`src/rtl/board_input_conditioner_if.sv`:
```
// Raw board inputs and conditioned PIO-side outputs
// of the key/switch conditioner.
interface board_input_conditioner_if #(
  parameter int NUM_KEYS = 4,
  parameter int NUM_SW   = 10
);
  logic [NUM_KEYS-1:0] key_n_raw;
  logic [NUM_SW-1:0]   sw_raw;
  logic [NUM_KEYS-1:0] key_pio_n;
  logic [NUM_SW-1:0]   sw_pio;
  logic [NUM_KEYS-1:0] key_press;
  logic [NUM_SW-1:0]   sw_change;
  logic                warm_reset_req_n;

  modport master (
    output key_n_raw, sw_raw,
    input  key_pio_n, sw_pio, key_press,
    input  sw_change, warm_reset_req_n
  );

  modport slave (
    input  key_n_raw, sw_raw,
    output key_pio_n, sw_pio, key_press,
    output sw_change, warm_reset_req_n
  );
endinterface

```
`src/rtl/board_input_conditioner.sv`:
```
// Synchronise and debounce DE10 keys/switches, emit edge
// pulses and a long-press HPS warm-reset request.
module board_input_conditioner #(
  parameter int NUM_KEYS          = 4,
  parameter int NUM_SW            = 10,
  parameter int DEBOUNCE_CYCLES   = 1000000,
  parameter int LP_KEY            = 0,
  parameter int LONG_PRESS_CYCLES = 150000000,
  parameter int REQ_PULSE_CYCLES  = 64
) (
  input  logic clk,
  input  logic reset,
  board_input_conditioner_if.slave io
);

  localparam int N  = NUM_KEYS + NUM_SW;
  localparam int DW = $clog2(DEBOUNCE_CYCLES);
  localparam int LMAX =
    (LONG_PRESS_CYCLES > REQ_PULSE_CYCLES) ?
    LONG_PRESS_CYCLES : REQ_PULSE_CYCLES;
  localparam int LW = $clog2(LMAX);

  localparam logic [N-1:0] RST_VAL =
    {{NUM_SW{1'b0}}, {NUM_KEYS{1'b1}}};
  // switches pulse on any edge, keys only on press
  localparam logic [N-1:0] ANY_EDGE =
    {{NUM_SW{1'b1}}, {NUM_KEYS{1'b0}}};

  localparam logic [DW-1:0] DB_LAST =
    DW'(DEBOUNCE_CYCLES - 1);
  localparam logic [LW-1:0] LP_LAST =
    LW'(LONG_PRESS_CYCLES - 1);
  localparam logic [LW-1:0] REQ_LAST =
    LW'(REQ_PULSE_CYCLES - 1);

  localparam logic [1:0] IDLE     = 2'd0;
  localparam logic [1:0] COUNT    = 2'd1;
  localparam logic [1:0] ASSERT   = 2'd2;
  localparam logic [1:0] WAIT_REL = 2'd3;

  logic [N-1:0]  raw;
  logic [N-1:0]  s1;
  logic [N-1:0]  sync;
  logic [N-1:0]  stable;
  logic [N-1:0]  pulse;
  logic [DW-1:0] cnt [N];

  logic [1:0]    state;
  logic [LW-1:0] lcnt;
  logic          req_n;
  logic          lp_key;

  assign raw = {io.sw_raw, io.key_n_raw};

  always_ff @(posedge clk or posedge reset) begin
    if (reset) begin
      s1   <= RST_VAL;
      sync <= RST_VAL;
    end else begin
      s1   <= raw;
      sync <= s1;
    end
  end

  always_ff @(posedge clk or posedge reset) begin
    if (reset) begin
      stable <= RST_VAL;
      pulse  <= '0;
      for (int i = 0; i < N; i++)
        cnt[i] <= '0;
    end else begin
      for (int i = 0; i < N; i++) begin
        pulse[i] <= 1'b0;
        if (sync[i] == stable[i]) begin
          cnt[i] <= '0;
        end else if (cnt[i] != DB_LAST) begin
          cnt[i] <= cnt[i] + 1'b1;
        end else begin
          stable[i] <= sync[i];
          cnt[i]    <= '0;
          pulse[i]  <= ANY_EDGE[i] | ~sync[i];
        end
      end
    end
  end

  assign lp_key = stable[LP_KEY];

  always_ff @(posedge clk or posedge reset) begin
    if (reset) begin
      state <= IDLE;
      lcnt  <= '0;
      req_n <= 1'b1;
    end else begin
      unique case (state)
        IDLE: begin
          if (!lp_key) begin
            state <= COUNT;
            lcnt  <= '0;
          end
        end
        COUNT: begin
          if (lp_key) begin
            state <= IDLE;
          end else if (lcnt == LP_LAST) begin
            state <= ASSERT;
            lcnt  <= '0;
            req_n <= 1'b0;
          end else begin
            lcnt <= lcnt + 1'b1;
          end
        end
        // pulse runs its full width even if the key is let go
        ASSERT: begin
          if (lcnt == REQ_LAST) begin
            state <= WAIT_REL;
            req_n <= 1'b1;
          end else begin
            lcnt <= lcnt + 1'b1;
          end
        end
        WAIT_REL: begin
          if (lp_key)
            state <= IDLE;
        end
        default: state <= IDLE;
      endcase
    end
  end

  assign io.key_pio_n        = stable[NUM_KEYS-1:0];
  assign io.sw_pio           = stable[N-1:NUM_KEYS];
  assign io.key_press        = pulse[NUM_KEYS-1:0];
  assign io.sw_change        = pulse[N-1:NUM_KEYS];
  assign io.warm_reset_req_n = req_n;

endmodule
```
`src/flat_wrapper.sv`:
```
// flat-port wrapper written by rule: the top's interface ports become plain ports
module board_input_conditioner_flat 
#(
  parameter int NUM_KEYS          = 4,
  parameter int NUM_SW            = 10,
  parameter int DEBOUNCE_CYCLES   = 1000000,
  parameter int LP_KEY            = 0,
  parameter int LONG_PRESS_CYCLES = 150000000,
  parameter int REQ_PULSE_CYCLES  = 64
)
  (clk, reset, io_key_n_raw, io_sw_raw, io_key_pio_n, io_sw_pio, io_key_press, io_sw_change, io_warm_reset_req_n);
  board_input_conditioner_if #(.NUM_KEYS(NUM_KEYS), .NUM_SW(NUM_SW)) io_i ();
  input  logic clk;
  input  logic reset;
  input wire logic [$bits(io_i.key_n_raw)-1:0] io_key_n_raw;
  input wire logic [$bits(io_i.sw_raw)-1:0] io_sw_raw;
  output wire logic [$bits(io_i.key_pio_n)-1:0] io_key_pio_n;
  output wire logic [$bits(io_i.sw_pio)-1:0] io_sw_pio;
  output wire logic [$bits(io_i.key_press)-1:0] io_key_press;
  output wire logic [$bits(io_i.sw_change)-1:0] io_sw_change;
  output wire logic [$bits(io_i.warm_reset_req_n)-1:0] io_warm_reset_req_n;
  assign io_i.key_n_raw = io_key_n_raw;
  assign io_i.sw_raw = io_sw_raw;
  assign io_key_pio_n = io_i.key_pio_n;
  assign io_sw_pio = io_i.sw_pio;
  assign io_key_press = io_i.key_press;
  assign io_sw_change = io_i.sw_change;
  assign io_warm_reset_req_n = io_i.warm_reset_req_n;
  board_input_conditioner #(.NUM_KEYS(NUM_KEYS), .NUM_SW(NUM_SW), .DEBOUNCE_CYCLES(DEBOUNCE_CYCLES), .LP_KEY(LP_KEY), .LONG_PRESS_CYCLES(LONG_PRESS_CYCLES), .REQ_PULSE_CYCLES(REQ_PULSE_CYCLES)) u_core (.clk(clk), .reset(reset), .io(io_i));
endmodule
```
`config.mk`:
```
export PLATFORM = sky130hd
export DESIGN_NAME = board_input_conditioner_flat
export DESIGN_NICKNAME = d
export VERILOG_FILES = /design/src/rtl/board_input_conditioner_if.sv /design/src/rtl/board_input_conditioner.sv /design/src/flat_wrapper.sv
export SDC_FILE = /design/constraint.sdc
export NUM_CORES = 1
export LEC_CHECK = 0
export ABC_CLOCK_PERIOD_IN_PS = 28900
export BUFFER_PORTS_ARGS = -buffer_cell sky130_fd_sc_hd__buf_2
export CAP_MARGIN = 5
export CORE_MARGIN = 2
export CORE_UTILIZATION = 50
export DETAILED_ROUTE_END_ITERATION = 10
export PLACE_DENSITY_LB_ADDON = 0.15
export REMOVE_ABC_BUFFERS = 1
export SYNTH_ARGS = -nofsm -noshare
export SYNTH_HDL_FRONTEND = slang
export SYNTH_SLANG_ARGS = --single-unit
export TNS_END_PERCENT = 1
```
`constraint.sdc`:
```
create_clock -name clk -period 28.9 [get_ports clk]
set_clock_uncertainty 0.05 [all_clocks]
set_input_delay 1.445 -clock clk [delete_from_list [all_inputs] [get_ports clk]]
set_output_delay 1.445 -clock clk [all_outputs]
set_load 0.01 [all_outputs]
```
# Word level (Yosys, flattened, before mapping)
# Cells that the tools add are included.
# totals
register_bits,367
in_bits,16
out_inout_bits,29
word_cells,212
# classes
addsub,15
eq_ne,40
muxes,71
n_bitwise,32
reduce_logical,20
# ops
cell,n
$mux 20,28
$add 20x1->20 const B,14
$ne 20x20->1 const B,14
$mux 28,4
$pmux 28 s3,1
$not 1->1,32
$mux 1,31
$add 28x1->28 const B,1
$eq 28x28->1 const B,1
$eq 28x6->1 const B,1
$reduce_and 2->1,14
$eq 1x1->1,14
$reduce_and 4->1,3
$mux 2,5
$pmux 2 s4,1
$ne 2x1->1 const B,3
$ne 2x2->1 const B,3
$eq 2x2->1 const B,2
$ne 3x1->1 const B,1
$reduce_bool 3->1,1
$eq 2x1->1 const B,1
$logic_not 2->1,1
$pmux 1 s2,1
$reduce_bool 2->1,1

# Logic depth before layout (Yosys ltp)
# logic_depth
word_depth,4
mapped_depth,9
ltp_nobuf,7

# Least setup slack after synthesis
# Ideal clock, no wire load.
# synth_timing
path_kind,reg-to-reg
from,register u_core.state[0]
to,register u_core.lcnt[20]
setup_time_ps,119
arrival_ps,2018
required_time_ps,28731
path_slack_ps,26713
path_stages_with_launch,9
n_path_buf,2
synth_period_minus_slack_ps,2187
cell_sequence,dfrtp_1 inv_1 ha_1 o21a_1 or2_2 clkbuf_1 o32ai_4 buf_6 nor2_2
# synth_via
elab_chain_len,3
word_cells_on_any_way,9
cone_classes,5 x eq/ne; 1 x mux; 3 x reduce/logical
# synth_rtl
item,line,rtl
"start, declared",board_input_conditioner.sv:48,logic [1:0] state;
"start signal, assigned",board_input_conditioner.sv:91,state <= IDLE;
"start signal, assigned",board_input_conditioner.sv:98,state <= COUNT;
"start signal, assigned",board_input_conditioner.sv:104,state <= IDLE;
$eq 2x2->1 (tied with other cells),board_input_conditioner.sv:95,unique case (state)
$ne 2x2->1 (no source line) or $reduce_bool 3->1 (tied branches),-,
$reduce_and 4->1 (no source line),-,
"end signal, assigned",board_input_conditioner.sv:110,lcnt <= lcnt + 1'b1;
"end signal, assigned",board_input_conditioner.sv:119,lcnt <= lcnt + 1'b1;
"end, declared",board_input_conditioner.sv:49,logic [LW-1:0] lcnt;
# Several ways; a longest one is shown, not always the timed one.
# A chain may end at the register's enable or synchronous reset.

# Final worst setup path
# layout_timing
from,register u_core.stable[0]
to,output port io_key_pio_n[0]
# layout_lines
item,line,rtl
"start, declared",board_input_conditioner.sv:44,logic [N-1:0] stable;
"start signal, assigned by index",board_input_conditioner.sv:79,stable[i] <= sync[i];
"end, declared",flat_wrapper.sv:17,output wire logic [$bits(io_i.key_pio_n)-1:0] io_key_pio_n;
# No word-level cell between the ends.

==> impl_metrics.tcl <==
set metrics [dict create \
    hold_violations 0 \
    async_flop_share_pct 100 \
    numCtsBuffers 41 \
    crit_arrival_ns 1.33 \
    clock.fmax_mhz 354 \
    yosys.cell_types.count 50 \
    tightest_slew_ns 0.995 \
    crit_chain "buf_2" \
    ant_nets 0 \
    cap_violations 0 \
    worstPathRequired_ns 27.41 \
    irDropWorstVdd_v 0.0000392 \
    clkTransAtPathRegs_ns 0.06 \
    period_share_pct 9.76 \
    die_h_um 188 \
    dp.cells 2116 \
    ys_seq_area_share_pct 54.1 \
    track_usage_pct 17.8 \
    yosysTopAreaCell "dfrtp_1" \
    leakagePower_uw 0.00836 \
    finalSetupViolCount 0 \
    setup_tns_ns 0 \
    antenna_found_initial 0 \
    num-nets-final 1746 \
    post_cts_buffers 0 \
    viasPerCell 5.28 \
    clk_latency_ns 0.53 \
    reg2regPathDepth 7 \
    grt_overflow_total 0 \
    rows 67 \
    fp.dieArea_sq_um 35500 \
    p_sw_share_pct 20.7 \
    min_path_type "register to register" \
    fillers 2873 \
    min_delay_path_depth 0 \
    min_to "u_core.sync[6]" \
    finalCriticalPeriod_ns 2.82 \
    max_slew_margin_pct 33.7 \
    vias 11545 \
    grt_max_degree 182 \
    pwr-share-seq_pct 47.6 \
    grt_pass1_wl_mm 53.9 \
    p_comb_share_pct 2.4 \
    status "finished clean" \
    cts-resized-gates 0 \
    p_int_uw 878 \
    p_per_area_nw_per_um2 57.8 \
    wl_per_cell_um 13.8 \
    syn_inst 1653 \
    die_w_um 188 \
    switchingPower_uw 229 \
    drt_first_pass_iters 4 \
    cp-end-kind "output port" \
    r2r_start "u_core.state[0]" \
    synth_area_leaders "dfrtp_1 52%, xor2_1 7.9%, nor2_1 7.2%" \
    final_area_sq_um 19100 \
    syn_area_sq_um 17000 \
    synth-seq-cells 367 \
    seq_area_sq_um 9200 \
    crit_buf_inv 1 \
    totalWireLength_mm 30.2 \
    root_buffer "clkbuf_16" \
    design.portCount 45 \
    dp_hpwl_mm 19.3 \
    drt_iter0_drc 631 \
    io_buffers 44 \
    gp_congestion 0.804 \
    place_worst_setup_slack_ns 25.67 \
    drc 0 \
    setup_slack_ns 26.08 \
    reg2reg_slack_ns 26.44 \
    clockBufferDepth 3 \
    multiInputGateArea_sq_um 7520 \
    worstSetupStartpointType "register" \
    coreArea_sq_um 33500 \
    synth_edf_count 0 \
    cts_tree "done" \
    synth_flop_cell "dfrtp_1" \
    yosysTopAreaCellShare_pct 52.1 \
    clkPwrFrac_pct 49.9 \
    num_antenna_cells 0 \
    area_growth_pct 12.5 \
    slew_violations 0 \
    min_from "u_core.s1[6]" \
    rr_endpoint "u_core.lcnt[25]" \
    crit_family "flip-flops" \
    synth_area_per_cell_sq_um 10.3 \
    cts_hold_buffers 0 \
    stdcell_count 2188 \
    critical_path_class "register to output port" \
    h-tree-depth 2 \
    clock_sinks 367 \
    rsz0062_at_grt "no" \
    crit_slowest_cell "dfstp_2" \
    cp_max_fo 9 \
    place_area_sq_um 17700 \
    grt_pass1_vias 11637 \
    yosysWarningCount 0 \
    critPathMaxStageDelay_ns 0.61 \
    layout-drive-gt1-share_pct 10.2 \
    floorplan.initialDensity_pct 50.7 \
]
## synthesized netlist by cell type (all sizes together) (2+ instances only)
library cell	count
and2	10
xnor2	126
o31ai	10
nor4b	18
or3	11
a31oi	2
dfrtp	354
or2	10
nand2	89
buf	15
nand3b	12
nand3	118
dfstp	13
and4b	4
mux2	14
inv	35
nand4b	2
o21ai	8
a21oi	15
nor3	40
and3	53
clkbuf	18
ha	19
nor4	36
nor4bb	2
nor3b	3
and4	27
or4	4
nor2	340
nor2b	10
nand4	74
xor2	154
## sequential cells by signal (all words and copies together), names as in the netlist, named ones only
register and flops:
u_core.s1 14, u_core.cnt 280, u_core.stable 14, u_core.io.warm_reset_req_n 1, u_core.sync 14, u_core.pulse 14
u_core.state 1, u_core.lcnt 28
## worst max path at each step
stage                                 from         endpoint  slack [ns]  depth (start not counted)
after CTS                 u_core.stable[0]  io_key_pio_n[0]       26.05                          1
after global placement               reset  u_core.cnt[160]       25.66                          3
final                     u_core.stable[0]  io_key_pio_n[0]       26.08                          1
after detailed placement             reset  u_core.cnt[160]       25.67                          3
after global routing                 reset   u_core.cnt[36]       26.00                          3
after floorplan                      reset        async pin       17.24                          1
## placed cells by master (no fill, tap or decap), types with 10 or more instances in the layout
cell       Yosys  layout
and2_1        10      10
xor2_1       154     154
nor2_2        14      14
and3_1        53      53
inv_1         35      34
nor4b_1       18      18
clkbuf_8       0      11
mux2_2        14      14
nand3_1      118     118
nand4_1       73      73
buf_2          7      44
and4_1        27      27
nor4_1        34      34
dfstp_2       13      13
or3_1         11      11
nor2b_1       10      10
ha_1          19      19
nand2_1       89      89
nor3_1        39      39
o31ai_1       10      10
nor2_1       326     326
nand3b_1      12      12
dfrtp_1      354     354
xnor2_1      126     126
clkbuf_16      0      41
## logic make-up after synthesis
kind of cell / Yosys count / share of synthesized area (%)
and+or+nand+nor: 865 / 25.8
adders and majority gates: 19 / 1.40
AOI/OAI and AO/OA: 39 / 1.63
muxes: 15 / 0.986
DFF: 367 / 54.1
xor gates and xnor gates: 280 / 14.4
buffers and inverters: 68 / 1.68
## stage by stage
stage                     power (uW)  util [%]  hold WS (ns)
final                           1110      57.1         0.299
after CTS                       1130      57.1         0.302
after floorplan                  555         -         0.281
after detailed placement         565      52.7         0.288
after global routing            1150      57.1         0.310
after global placement           564      52.7         0.283
## final cells by class
class | instances | area share, %
tap | 448 | 2.93
clock inverter | 15 | 1.33
sequential | 367 | 48.1
timing repair buffer | 48 | 1.37
multi-input combinational | 1218 | 39.3
clock buffer | 57 | 6.25
inverter | 35 | 0.726
## power groups by stage
stage          Sequential, uW  Combinational [uW]  Clock [uW]
6_report                  527                26.8         553
5_1_grt                   528                32.2         591
4_1_cts                   527                28.5         570
3_5_place_dp              536                28.2           0
3_3_place_gp              536                28.0           0
2_1_floorplan             535                20.1           0
## metal layers
| metal | wire length, um | global-route usage (%) |
|---|---|---|
| met1 | 14700 | 24.4 |
| met2 | 13900 | 29.1 |
| met3 | 1010 | 3.05 |
| met4 | 651 | 5.38 |
| met5 | 0 | 0 |
(Power assumes the default switching activity.)
